**src/rtl/flat_resp_capture.sv**
```systemverilog
// flat_resp_capture: counts a programmed number of {stimulus, response} beats,
//   compacts them into a MISR signature, and buffers the raw beats in a FWFT FIFO.
// Latency: an accepted beat shows in signature/vec_count and, if the FIFO was empty,
//   on m_data one cycle later. Throughput is one beat per cycle in each direction.
// Backpressure: s_ready drops while the FIFO is full or outside RUN, so upstream holds
//   the beat. m_valid/m_ready drain the FIFO in every state.
//
// Ports:
//   clk, rst_n            rising-edge clock, asynchronous active-low reset
//   start, num_vecs       one-cycle run start; beat count latched on start
//   s_valid/s_ready       input beat handshake, beat = {s_in, s_out}
//   m_valid/m_ready       FIFO head handshake, head on m_data (0 when empty)
//   signature, vec_count  running MISR value and beats accepted this run
//   busy, done            RUN/DRAIN and DONE status
module flat_resp_capture #(
  parameter int              IN_W  = 8,
  parameter int              OUT_W = 6,
  parameter int              DEPTH = 8,
  parameter int              SIG_W = 16,
  parameter logic [SIG_W-1:0] POLY = 16'h1021,
  parameter logic [SIG_W-1:0] SEED = 16'hFFFF
) (
  input  logic                   clk,
  input  logic                   rst_n,
  input  logic                   start,
  input  logic [15:0]            num_vecs,
  input  logic                   s_valid,
  output logic                   s_ready,
  input  logic [IN_W-1:0]        s_in,
  input  logic [OUT_W-1:0]       s_out,
  output logic                   m_valid,
  input  logic                   m_ready,
  output logic [IN_W+OUT_W-1:0]  m_data,
  output logic [SIG_W-1:0]       signature,
  output logic [15:0]            vec_count,
  output logic                   busy,
  output logic                   done
);

  localparam int D_W = IN_W + OUT_W;
  localparam int AW  = $clog2(DEPTH);

  typedef enum logic [1:0] {IDLE, RUN, DRAIN, DONE} state_t;

  state_t           state_q, state_d;
  logic [SIG_W-1:0] sig_q, sig_d;
  logic [15:0]      cnt_q, cnt_d;
  logic [15:0]      num_q, num_d;
  // Pointers carry one extra bit so that full and empty are distinguishable.
  logic [AW:0]      wr_q, wr_d;
  logic [AW:0]      rd_q, rd_d;
  logic [D_W-1:0]   mem_q [DEPTH];
  logic [D_W-1:0]   mem_d [DEPTH];

  logic             empty, full, push, pop;
  logic [D_W-1:0]   beat;
  logic [SIG_W-1:0] beat_ext;

  always_comb begin
    empty    = (wr_q == rd_q);
    full     = (wr_q[AW] != rd_q[AW]) && (wr_q[AW-1:0] == rd_q[AW-1:0]);
    beat     = {s_in, s_out};
    beat_ext = '0;
    beat_ext[D_W-1:0] = beat;
    push     = s_valid && (state_q == RUN) && !full;
    pop      = !empty && m_ready;
  end

  assign s_ready   = (state_q == RUN) && !full;
  assign m_valid   = !empty;
  assign m_data    = empty ? '0 : mem_q[rd_q[AW-1:0]];
  assign signature = sig_q;
  assign vec_count = cnt_q;
  assign busy      = (state_q == RUN) || (state_q == DRAIN);
  assign done      = (state_q == DONE);

  always_comb begin
    state_d = state_q;
    sig_d   = sig_q;
    cnt_d   = cnt_q;
    num_d   = num_q;
    wr_d    = wr_q;
    rd_d    = rd_q;
    mem_d   = mem_q;

    case (state_q)
      IDLE, DONE: begin
        // FIFO contents survive a new start; only the run counters reseed.
        if (start) begin
          sig_d   = SEED;
          cnt_d   = '0;
          num_d   = num_vecs;
          state_d = (num_vecs == 16'd0) ? DRAIN : RUN;
        end
      end
      RUN: begin
        if (push) begin
          cnt_d = (cnt_q == 16'hFFFF) ? cnt_q : cnt_q + 16'd1;
          sig_d = {sig_q[SIG_W-2:0], 1'b0} ^ (sig_q[SIG_W-1] ? POLY : '0) ^ beat_ext;
          if (cnt_d == num_q) state_d = DRAIN;
        end
      end
      DRAIN: begin
        // Uses the pre-edge empty flag, so the last pop costs one extra cycle.
        if (empty) state_d = DONE;
      end
      default: state_d = IDLE;
    endcase

    if (push) begin
      mem_d[wr_q[AW-1:0]] = beat;
      wr_d = wr_q + (AW+1)'(1);
    end
    if (pop) rd_d = rd_q + (AW+1)'(1);
  end

  always_ff @(posedge clk or negedge rst_n) begin
    if (!rst_n) begin
      state_q <= IDLE;
      sig_q   <= '0;
      cnt_q   <= '0;
      num_q   <= '0;
      wr_q    <= '0;
      rd_q    <= '0;
      for (int i = 0; i < DEPTH; i++) mem_q[i] <= '0;
    end else begin
      state_q <= state_d;
      sig_q   <= sig_d;
      cnt_q   <= cnt_d;
      num_q   <= num_d;
      wr_q    <= wr_d;
      rd_q    <= rd_d;
      mem_q   <= mem_d;
    end
  end

endmodule

```
**config.mk**
```make
export PLATFORM = sky130hd
export DESIGN_NAME = flat_resp_capture
export DESIGN_NICKNAME = d
export VERILOG_FILES = /design/src/rtl/flat_resp_capture.sv
export SDC_FILE = /design/constraint.sdc
export NUM_CORES = 1
export LEC_CHECK = 0
export BUFFER_PORTS_ARGS = -buffer_cell sky130_fd_sc_hd__buf_4
export CORE_MARGIN = 5
export CORE_UTILIZATION = 34
export DETAILED_ROUTE_END_ITERATION = 6
export PLACE_DENSITY = 0.57
export SLEW_MARGIN = 20
export SYNTH_ARGS = -nofsm -noshare
export SYNTH_HDL_FRONTEND = slang
export SYNTH_SLANG_ARGS = --single-unit
```
**constraint.sdc**
```tcl
create_clock -name clk -period 4 [get_ports clk]
set_input_delay 0.6 -clock clk [delete_from_list [all_inputs] [get_ports clk]]
set_output_delay 0.6 -clock clk [all_outputs]
set_load 0.005 [all_outputs]
```
# Word level (Yosys, flattened, before mapping)
# Index checks and enable logic that the tools add are counted.
# word_totals
in_bits	35
ff_bits	170
out_inout_bits	50
# classes
bitwise_logic	4
eq_ne	12
n_addsub	3
magnitude_cmp	3
mux	21
n_reduce_logical	16
# ops
op	n
112-bit bitwise mux	1
16-bit 2-to-1 mux	5
16-bit one-hot mux with 2 select lines	2
14-bit 2-to-1 mux	4
14-bit binary-select mux with 3-bit select	1
14-bit demux with 3-bit select	1
16-bit by 1-bit adder with 16-bit output, second input constant	1
16-bit == test	1
16-bit == test, second input constant	1
16-bit logical NOT	1
16-bit by 13-bit XOR with 16-bit output	1
16-bit by 14-bit XOR with 16-bit output	1
13-bit 2-to-1 mux	1
2-bit 2-to-1 mux	5
4-bit by 1-bit adder with 4-bit output, second input constant	2
4-bit greater-or-equal comparator, second input constant	2
3-bit NOT with 4-bit output	2
1-bit logical AND	6
2-bit != test, second input constant	3
2-bit one-hot mux with 3 select lines	1
2-bit == test, second input constant	2
4-bit == test	1
4-bit by 1-bit less-than comparator with 1-bit output, second input constant	1
4-bit AND reduction	1
other kinds (11)	12

# Logic depth before layout (Yosys ltp)
# Gate-level depths: netlist of run 1.
# logic_depth
depth_word	6
ltp_mapped	11

# Worst setup path before layout of run 1
# Ideal clock, no wire load.
# synth_path
path_kind	register to register
startpoint	register cnt_q[0] (netlist: vec_count[0])
endpoint	register state_q[0]
arrival_time_ns	2.704
setup_time_ns	0.125
n_path_buf	0
stages_incl_launch_ff	10
setup_slack_ns	1.172
cell_sequence	dfrtp_1 > ha_1 > nand4_2 > nor3_1 > xor2_1 > a211oi_1 > nand4_1 > o41ai_2 > o221ai_2 > mux2_2
# synth_via
elab_chain_len	5
# synth_lines
item	line_no	text
from (decl)	47	logic [15:0] cnt_q, cnt_d;
from (signal assigned)	129	cnt_q <= cnt_d;
16-bit by 1-bit adder with 16-bit output / 16-bit == test (equally long branches)	98	cnt_d = (cnt_q == 16'hFFFF) ? cnt_q : cnt_q + 16'd1;
16-bit 2-to-1 mux (*)	98	
16-bit == test (*)	100	if (cnt_d == num_q) state_d = DRAIN;
2-bit by 1-bit != test with 1-bit output (no line) (*)	-	
4-bit AND reduction (no line) (*)	-	
to (signal assigned)	127	state_q <= state_d;
to (decl)	45	state_t state_q, state_d;
# Every way passes the cells marked *; elsewhere a longest branch is shown, timed or not.
# A chain may end at the register's enable or synchronous reset.

# Final worst setup path of run 1
# layout_path
startpoint	register rd_q[0]
endpoint	output m_data[12]
# layout_via
elab_chain_len	5
# layout_lines
item	line_no	text
from (decl)	51	logic [AW:0] rd_q, rd_d;
from (signal assigned)	132	rd_q <= rd_d;
3-bit NOT with 4-bit output (implied by the code)	71	assign m_data = empty ? '0 : mem_q[rd_q[AW-1:0]];
14-bit binary-select mux with 3-bit select	71	
14-bit 2-to-1 mux (implied by the code) (2 in a row)	71	
14-bit 2-to-1 mux (*)	71	
to (decl)	33	output logic [IN_W+OUT_W-1:0] m_data,
# Every way passes the cells marked *; elsewhere a longest branch is shown, timed or not. The select of a mux whose other input is x is not followed.

==> summary.md, run 1 <==
| Metric | Value |
|---|---|
| Run status | `completed` |
| Root buffer cell | `clkbuf_16` |
| Slew HR | `about 44%` |
| Largest net degree at the start of global routing | `75` |
| Share of layout cells above drive strength 1 | `41.1%` |
| Drt wl/cell | `around 20 um` |
| Final min period | `3380 ps` |
| Antenna diode count | `0` |
| GRT Util Overall | `~16%` |
| Die area | `around 0.028 sq mm` |
| Vias per cell | `5.25` |
| Synth cell types | `55` |
| Clock Path Buffers | `2` |
| H-tree Lvls | `4` |
| Syn Inst Count | `between 600 and 700` |
| Worst-skew pair later-pin latency | `roughly 440 ps` |
| Sink Count | `170` |
| XOR/XNOR Fraction of Synth Area | `under 10%` |
| Remaining DRCs | `0` |
| Fin crit share | `between 80% and 90%` |
| Gr busiest metal | `met2` |
| Final slew viol count | `0` |
| CP endpoint kind | `output pin` |
| Row cnt | `57` |
| Port Buf Inserts | `84` |
| Pleak | `4.42 nW` |
| Power share of the clock group | `about 22%` |
| Total CTS buffers | `17` |
| Die X | `approximately 170 um` |
| CTS tree | `yes` |
| Commonest non-fill, non-tap cell in the layout | `dfrtp_1` |
| Core Area | `0.0245 sq mm` |
| F_max | `just under 0.3 GHz` |
| Synth Area in Adders | `less than 1%` |
| Reg clk slew, reported paths | `~80 ps` |
| Logic pwr share | `between 30% and 40%` |
| Final antenna-violating net count | `0` |
| Routed wire length | `~21000 um` |
| DRT iter0 DRCs | `around 340` |
| EDFF count, synth | `0` |
| # resized after CTS | `0` |
| Switching power | `around 0.0026 W` |
| Vias | `about 5.6k` |
| Setup ws final | `615 ps` |
| Largest family of logic cells by synthesized area | `multiplexers` |
| Type of origin of the critical path | `flop` |
| Int Power | `slightly below 0.005 W` |
| Highest ir drop seen on vdd | `roughly 0.00028 V` |
| Io pins | `between 80 and 90` |
| Sequential element share of the synthesized area | `about 50%` |
| Sw frac | `34.8%` |
| Worst Skew | `roughly 15 ps` |
| Starting Density | `approximately a third` |
| Drt pass-1 iters | `4` |
| Worst hold path type | `input port to async pin` |
| Worst EP arrival | `2780 ps` |
| Antenna violations before repair | `0` |
| Gr ovfl total | `0` |
| Ys Warns | `0` |
| Post-CTS setup buffers | `0` |
| Slew @ Worst Pin | `approximately 830 ps` |
| M1 GR Usage | `a little over a fifth` |
| Non-Filler Instances | `between 1k and 1.5k` |
| Vias in the first global route | `roughly 5.9k` |
| Count of hold-fix buffers inserted at cts | `0` |
| First-pass GRT wire length | `about 35000 um` |
| Synthesized netlist net count | `711` |
| Inst Count DP | `approximately 1.0k` |
| Pwr dens | `~740 mW/mm^2` |
| Ys flop type | `dfrtp_1` |
| Seq pwr share | `38.3%` |
| Setup_tns | `0 ps` |
| Worst Path Required | `about 3400 ps` |
| Final hold vios | `0` |
| Max FO, Critical Path | `19` |
| Max Cap Viol | `0` |
| RSZ-0062 raised after global routing | `no` |
| Ys async rst share | `100%` |
| Grt met3 use | `under 10%` |
| Area growth from synthesis to layout | `18.8%` |
| Mapped Avg Cell Area | `12.7 sq um` |
| GR Util met2 | `26.0%` |
| Seq cells post-synth | `170` |
| Most frequent cells in the layout | `dfrtp_1, mux2_2, buf_4` |
| NumNets Final | `~780` |
| Post-DP HPWL | `about 15000 um` |
| Synth Area in Compound Gates | `under 10%` |
| Post-synthesis simple-gate area fraction | `about 8.7%` |
| Post-Syn Area | `0.00850 sq mm` |
| DP Worst Slack | `789 ps` |
| Mux cell area share after synthesis | `between 20 and 30%` |
| Gpl congestion | `between 0.8 and 0.9` |
| Final setup vio count | `0` |
| Critical path type | `flop to output pin` |
| Die Span Y | `168 um` |
[worst paths after layout]
check	start	to	slack, ps	cells past startpoint
setup / recovery	rd_q[0]	m_data[12]	620	5
hold / removal	rst_n	vec_count[4]	140	1
setup reg to reg	vec_count[0]	state_q[0]	720	9
hold reg to reg	wr_q[3]	wr_q[3]	500	1
max in group asynchronous	rst_n	mem_q[48]	2910	2
min in group clk	num_vecs[3]	num_q[3]	410	2
[cell type report]
cell class,instances,area (sq um)
clock inverter,15,191
timing repair buffer,101,774
inverter,8,30.0
fill,2314,14400
tap,324,405
clock buffer,17,425
sequential,170,4260
multi-input combinational,440,4020
[flip-flops by register name (all words and copies together), names as in the netlist]
| register | cells |
|---|---|
| mem_q | 112 |
| num_q | 16 |
| signature | 16 |
| vec_count | 16 |
| rd_q | 4 |
| wr_q | 4 |
| state_q | 2 |
[critical path, cell delays in order (launching register included)]
cell	delay, ps
dfrtp_2	650
buf_4	470
mux4_2	570
mux2i_1	380
nor2_1	110
buf_4	150
[layer usage]
layer  vias to the layer above  share of wire (%)
li1                       2588                  -
met1                      2914                 44
met2                       114                 50
met3                        27                3.8
met4                         0                1.8
met5                         -                  0
[kinds of logic (layout without fill, tap and decap cells)]
logic type,Yosys count,in the layout
mux,177,177
xor+xnor,42,42
simple gates,136,136
flops,170,170
fa+ha+maj,6,6
buf+inv,60,141
compound gates,79,79
[Yosys cell counts, types with 3 or more instances]
master / count / area [sq um]
nor4_1: 7 / 43.8
clkbuf_1: 15 / 56.3
nand2b_1: 4 / 25.0
o31ai_1: 6 / 45.0
o21a_1: 3 / 22.5
buf_2: 19 / 95.1
a21oi_1: 31 / 155
nor3_1: 6 / 30.0
mux2i_1: 17 / 170
ha_1: 6 / 75.1
nor2_1: 40 / 150
or4_1: 4 / 30.0
inv_1: 8 / 30.0
and4_1: 3 / 26.3
buf_1: 17 / 63.8
mux2_2: 132 / 1490
nand2_1: 27 / 101
nand3_1: 12 / 60.1
dfrtp_1: 170 / 4250
o21ai_0: 17 / 85.1
nand4_1: 10 / 62.6
and3_1: 6 / 37.5
mux4_2: 28 / 631
xor2_1: 19 / 166
xnor2_1: 23 / 201
and2_1: 3 / 18.8
[power groups by stage]
stage / logic [W] / clock network (W) / registers, W
CTS: 0.00300 / 0.00173 / 0.00287
global route: 0.00326 / 0.00179 / 0.00296
global placement: 0.00295 / 0 / 0.00289
finish: 0.00293 / 0.00168 / 0.00287
floorplan: 0.00209 / 0 / 0.00269
detailed placement: 0.00299 / 0 / 0.00290
[through the flow]
stage                     hold WS, ps  area (sq um)  utilization (%)  power [W]
after detailed placement          483          9490             38.8    0.00589
after global placement            483          9490             38.8    0.00583
after floorplan                   304          8500                -    0.00478
after CTS                         155         10100             41.3    0.00760
final                             138         10100             41.3    0.00748
after global routing              176         10100             41.3    0.00801
Power figures use the tool's default switching activity.
==> run 2, diff against run 1 <==
--- a/config.mk
+++ b/config.mk
@@ -9,7 +9,7 @@
 export CORE_MARGIN = 5
 export CORE_UTILIZATION = 34
 export DETAILED_ROUTE_END_ITERATION = 6
-export PLACE_DENSITY = 0.57
+export PLACE_DENSITY = 0.59
 export SLEW_MARGIN = 20
 export SYNTH_ARGS = -nofsm -noshare
 export SYNTH_HDL_FRONTEND = slang
==> constraint.sdc (replaced) <==
create_clock -name clk -period 2.8 [get_ports clk]
set_input_delay 0.42 -clock clk [delete_from_list [all_inputs] [get_ports clk]]
set_output_delay 0.42 -clock clk [all_outputs]
set_load 0.005 [all_outputs]
==> summary.md, run 2 (synthesized netlist as in run 1, its figures left out) <==
| Metric | Value |
|---|---|
| Row cnt | `57 (unchanged)` |
| M1 GR Usage | `21.7% (+0.83 points)` |
| Hold path startpoint | `num_vecs[13]` |
| Pleak | `4.83 nW (+9.1%)` |
| GR Util met2 | `26.6% (+0.59 points)` |
| Sink Count | `170 (unchanged)` |
| Total CTS buffers | `17 (unchanged)` |
| Vias in the first global route | `6124 (+4.4%)` |
| Worst Skew | `10.6 ps (-4.56 ps)` |
| Gpl congestion | `0.900 (+4.1%)` |
| Max Cap Viol | `0 (unchanged)` |
| Final Util | `44.3% (+3.0 points)` |
| Max FFs per register | `112 (unchanged)` |
| Clock Path Buffers | `2 (unchanged)` |
| Die area | `0.0283 sq mm (unchanged)` |
| Vias | `5881 (+4.2%)` |
| First-pass GRT wire length | `35600 um (+3.1%)` |
| Reg clk slew, reported paths | `70 ps (about the same)` |
| CTS tree | `yes` |
| Core Area | `0.0245 sq mm (unchanged)` |
| Non-Filler Instances | `1144 (+6.4%)` |
| Worst Path Required | `3110 ps (-290 ps)` |
| Worst EP arrival | `3120 ps (+340 ps)` |
| Final min period | `roughly 2800 ps` |
| Worst-skew pair later-pin latency | `430 ps (about the same)` |
| Highest ir drop seen on vdd | `0.000515 V (+83%)` |
| Largest net degree at the start of global routing | `61 (-19%)` |
| Inst Count DP | `1092 (+4.7%)` |
| Reg with most FFs | `mem_q` |
| Register Area | `0.00426 sq mm (+0.21%)` |
| Port Buf Inserts | `84 (unchanged)` |
| Routed wire length | `22900 um (+6.8%)` |
| Grt met3 use | `2.88% (+0.28 points)` |
| Share of layout cells above drive strength 1 | `48.2% (+7.1 points)` |
| Most frequent cells in the layout | `dfrtp_1, buf_4, mux2_2` |
| Fillers | `2247 (-2.9%)` |
| F_max | `0.356 GHz` |
| Final slew viol count | `0 (unchanged)` |
| Vias per cell | `5.14 (-2.1%)` |
| Critical path type | `flop to flop` |
| Io pins | `85 (unchanged)` |
| Max FO, Critical Path | `5 (-14)` |
| H-tree Lvls | `4 (unchanged)` |
| Setup ws final | `-6.33 ps (-621 ps)` |
| CP endpoint kind | `flop` |
| Final antenna-violating net count | `0 (unchanged)` |
| Worst hold path type | `input port to flop` |
| Antenna violations before repair | `1 (+1)` |
| Gr ovfl total | `0 (unchanged)` |
| CP Launch Point | `vec_count[0]` |
| Violated checks | `negative setup slack` |
| Slew HR | `47.5% (+3.1 points)` |
| Multi-input gate area | `0.00416 sq mm (+3.4%)` |
| Reg-to-Reg Start | `vec_count[0]` |
| Type of origin of the critical path | `flop` |
| Area growth from synthesis to layout | `27.4%` |
| Drt wl/cell | `20.1 um (+0.34%)` |
| Final setup vio count | `1 (+1)` |
| Slew @ Worst Pin | `787 ps (-44.7 ps)` |
| Commonest non-fill, non-tap cell in the layout | `dfrtp_1` |
| Root buffer cell | `clkbuf_16` |
| Setup_tns | `-6.33 ps (-6.33 ps)` |
| Final hold vios | `0 (unchanged)` |
| Starting Density | `34.8% (unchanged)` |
| GRT Util Overall | `16.2% (+0.66 points)` |
| Remaining DRCs | `0 (unchanged)` |
| Run status | `finished with violations` |
| Gr busiest metal | `met2` |
| Die X | `168 um (unchanged)` |
| Pwr dens | `1020 mW/mm^2 (+38%)` |
| DRT iter0 DRCs | `361 (+7.4%)` |
| Fin crit share | `100%` |
| Post-DP HPWL | `15800 um (+7.9%)` |
| RSZ-0062 raised after global routing | `yes` |
| Die Span Y | `168 um (unchanged)` |
| NumNets Final | `847 (+8.7%)` |
| Drt pass-1 iters | `4 (unchanged)` |
-- run 2: critical path, cell delays in order (launching register included) --
cell      delay [ps]
dfrtp_2          420
nand4_1          230
or4_4            590
nand3_2          110
xor2_1            80
or3_4            410
o41ai_4          370
o221ai_2         170
mux2_4           320
-- run 2: repair_timing --
action	CTS	global route
setup buffers	0	17
endpoints found under the hold margin	18	0
hold buffers	1	0
resized for setup	2	32
endpoints found under the setup margin	7	16
pin swaps	0	13
cloned	0	1
-- run 2: per-stage QoR --
step | hold slack (ps) | worst slack, ps | area, sq um | power, W
after floorplan | 124 | 22.0 | 8510 | 0.00682
after global placement | 443 | 74.9 | 9880 | 0.00844
after detailed placement | 443 | 24.0 | 9880 | 0.00852
after CTS | 213 | 4.43 | 10500 | 0.0112
after global routing | 218 | -93.3 | 10800 | 0.0118
final | 232 | -6.33 | 10800 | 0.0111
-- run 2: layout make-up --
type / count / share of cell area, %
Inverter: 8 / 0.277
Tap cell: 324 / 3.74
Multi-Input combinational cell: 440 / 38.4
Timing Repair Buffer: 169 / 12.3
Sequential cell: 170 / 39.4
Clock buffer: 18 / 3.96
Clock inverter: 14 / 1.95
Antenna cell: 1 / 0.0231
-- run 2: power by group --
part	internal, W	leakage (nW)	switching [W]	total (W)
combinational	0.00251	2.41	0.00201	0.00451
sequential	0.00340	2.11	0.000603	0.00401
clock	0.00152	0.306	0.00107	0.00258
-- run 2: layer usage --
metal / vias to the layer above / share of wire (%)
li1: 2734 / -
met1: 3001 / 45
met2: 117 / 49
met3: 29 / 3.9
met4: 0 / 2.0
met5: - / 0
-- run 2: path summary, 6_finish.rpt --
kind                       cells after the start    endpoint  slack (ps)
hold / removal                                 2   num_q[13]         230
min in group asynchronous                      2    num_q[3]         540
hold reg to reg                                1     wr_q[3]         490
max in group asynchronous                      3   mem_q[87]        1510
setup / recovery                               8  state_q[0]          -6
setup reg to reg                               8  state_q[0]          -6
==> run 3, diff against run 2 <==
--- a/config.mk
+++ b/config.mk
@@ -9,7 +9,6 @@
 export CORE_MARGIN = 5
 export CORE_UTILIZATION = 34
 export DETAILED_ROUTE_END_ITERATION = 6
-export PLACE_DENSITY = 0.59
 export SLEW_MARGIN = 20
 export SYNTH_ARGS = -nofsm -noshare
 export SYNTH_HDL_FRONTEND = slang
==> summary.md, run 3 (synthesized netlist as in run 1, its figures left out) <==
| Metric | Value |
|---|---|
| Switching power | `0.00374 W (+1.8%)` |
| Largest stage delay, worst path | `440 ps (-150 ps)` |
| Buf+Inv Stages, Crit Path | `2 (+2)` |
| Fin crit share | `99.4% (-0.78 points)` |
| Slew @ Worst Pin | `727 ps (-59.7 ps)` |
| Clock Path Buffers | `2 (unchanged)` |
| Vias | `5890 (+0.15%)` |
| Top cell by count, worst path | `buf_4` |
| Port Buf Inserts | `84 (unchanged)` |
| Final Util | `43.6% (-0.70 points)` |
| Final slew viol count | `0 (unchanged)` |
| Area after DPL | `0.00989 sq mm (about the same)` |
| Max FO, Critical Path | `4 (-1)` |
| Die Span Y | `168 um (unchanged)` |
| Top Family by Delay on Critical Path | `simple AND/OR/NAND/NOR gates` |
| Max FFs per register | `112 (unchanged)` |
| Final antenna-violating net count | `0 (unchanged)` |
| Fillers | `2270 (+1.0%)` |
| Final min period | `2780 ps (-21.9 ps)` |
| Critical-path top delay cell | `or3_1` |
| Pwr dens | `1020 mW/mm^2 (-0.64%)` |
| Reg clk slew, reported paths | `80 ps (about the same)` |
| Total CTS buffers | `17 (unchanged)` |
| Die area | `0.0283 sq mm (unchanged)` |
| Highest ir drop seen on vdd | `0.000454 V (-12%)` |
| Share of layout cells above drive strength 1 | `47.6% (-0.59 points)` |
| Sink Count | `170 (unchanged)` |
| F_max | `0.359 GHz (+0.79%)` |
| Run status | `completed` |
| Setup ws final | `15.6 ps (+21.9 ps)` |
| Area growth from synthesis to layout | `25.4%` |
| Commonest non-fill, non-tap cell in the layout | `dfrtp_1` |
| Remaining DRCs | `0 (unchanged)` |
| Power share of the clock group | `21.5% (-1.8 points)` |
| RSZ-0062 raised after global routing | `yes` |
| Row cnt | `57 (unchanged)` |
| Sw frac | `34.5% (+1.4 points)` |
| Most frequent cells in the layout | `dfrtp_1, buf_4, mux2_2` |
| H-tree Lvls | `4 (unchanged)` |
| Root buffer cell | `clkbuf_16` |
| Non-Filler Instances | `1128 (-1.4%)` |
| Worst Skew | `11.9 ps (+1.31 ps)` |
| Int Power | `0.00712 W (-4.2%)` |
| CP endpoint kind | `flop` |
| Type of origin of the critical path | `flop` |
| Antenna diode count | `0 (-1)` |
| Routed wire length | `22100 um (-3.8%)` |
| Gr ovfl total | `0 (unchanged)` |
| Worst Path Required | `3110 ps (about the same)` |
| Final setup vio count | `0 (-1)` |
| DP Worst Slack | `-52.4 ps (-76.3 ps)` |
| Critical path type | `flop to flop` |
| Io pins | `85 (unchanged)` |
| DRT iter0 DRCs | `444 (+23%)` |
| Drt pass-1 iters | `4 (unchanged)` |
| CTS tree | `yes` |
| GRT Util Overall | `16.1% (-0.11 points)` |
| Core Area | `0.0245 sq mm (unchanged)` |
| First-pass GRT wire length | `35700 um (+0.21%)` |
| Critical-path cell list | `buf_4 > ha_4 > nand4_4 > nor4_4 > buf_4 > o31ai_1 > nand4_1 > or3_1 > o41ai_4 > o221ai_2 > mux2_4` |
| Final hold vios | `0 (unchanged)` |
| Final instance area | `0.0107 sq mm (-1.6%)` |
| Worst-skew pair later-pin latency | `430 ps (about the same)` |
| Inst Count DP | `1091 (-0.092%)` |
| NumNets Final | `832 (-1.8%)` |
| Gpl congestion | `0.897 (-0.29%)` |
| Vias per cell | `5.22 (+1.6%)` |
| Starting Density | `34.8% (unchanged)` |
| Antenna violations before repair | `0 (-1)` |
| Vias in the first global route | `6266 (+2.3%)` |
| Worst hold path type | `input port to async pin` |
| Drt wl/cell | `19.6 um (-2.5%)` |
| Max Cap Viol | `0 (unchanged)` |
| Post-DP HPWL | `15500 um (-2.0%)` |
| Worst EP arrival | `3090 ps (-30 ps)` |
| Final total power | `0.0109 W (-2.2%)` |
| Reg with most FFs | `mem_q` |
| Pleak | `4.72 nW (-2.2%)` |
| Slew HR | `51.5% (+4.0 points)` |
| Largest net degree at the start of global routing | `72 (+18%)` |
| Die X | `168 um (unchanged)` |
| Logic pwr share | `41.5% (+0.8 points)` |
| Seq pwr share | `36.9% (+0.8 points)` |
==> run 3: cell count changes in the layout (fill, tap and decap cells not counted), moves of 2 or more <==
cell / before / now
inv_8: 1 / 4
nand3_2: 3 / 0
dfrtp_1: 162 / 156
buf_12: 3 / 5
clkinv_8: 1 / 4
nand3_1: 9 / 11
bufinv_16: 4 / 0
buf_4: 158 / 144
dfrtp_2: 8 / 14
==> run 3: timing repair <==
item / 4_1_cts / 5_1_grt
pin swaps: 6 / 7
resized for setup: 23 / 11
buffers inserted: 3 / 3
hold buffers: 0 / 0
endpoints found under the setup margin: 6 / 6
==> run 3: layout make-up <==
cell class / instances / area (sq um) / area share (%)
Sequential cell: 170 / 4270 / 40.1
Clock inverter: 15 / 170 / 1.60
Inverter: 8 / 30.0 / 0.282
Timing Repair Buffer: 154 / 1240 / 11.6
Clock buffer: 17 / 425 / 3.99
Tap cell: 324 / 405 / 3.80
Multi-Input combinational cell: 440 / 4120 / 38.6
==> run 3: path summary, 6_finish.rpt <==
| kind | startpoint | end | slack [ps] | depth (start not counted) |
|---|---|---|---|---|
| worst min register to register | wr_q[3] | wr_q[3] | 500 | 1 |
| min in group clk | num_vecs[4] | num_q[4] | 230 | 2 |
| worst min-delay path | rst_n | num_q[3] | 0.7 | 1 |
| max in group asynchronous | rst_n | mem_q[45] | 2040 | 2 |
| worst max-delay path | vec_count[1] | state_q[1] | 20 | 11 |
| worst max register to register | vec_count[1] | state_q[1] | 20 | 11 |
==> run 3: layer usage <==
metal / up-vias / routed length (um) / global-route usage (%) / share of wire [%]
met5: - / 0 / 0 / 0
li1: 2704 / - / - / -
met4: 0 / 395 / 4.94 / 1.8
met3: 26 / 782 / 3.24 / 3.5
met1: 3050 / 9740 / 21.2 / 44
met2: 110 / 11100 / 26.9 / 51
==> run 3: per-stage QoR <==
step                hold slack [ps]  TNS (ps)
global placement                479         0
detailed placement              486     -93.7
finish                        0.729         0
global route                   46.1      -181
CTS                            26.9         0
floorplan                       124         0
==> run 3: worst reg2reg max path: stages, from the launching register on <==
cell and delay [ps]:
dfrtp_2 430, buf_4 150, ha_4 170, nand4_4 140, nor4_4 70, buf_4 150
o31ai_1 230, nand4_1 140, or3_1 440, o41ai_4 260, o221ai_2 170, mux2_4 320
==> run 3: power groups by stage <==
stage | clock network [W] | registers [W] | logic (W)
after floorplan | 0 | 0.00384 | 0.00298
final | 0.00234 | 0.00401 | 0.00451
after CTS | 0.00241 | 0.00402 | 0.00457
after detailed placement | 0 | 0.00405 | 0.00451
after global routing | 0.00252 | 0.00413 | 0.00495
after global placement | 0 | 0.00403 | 0.00447
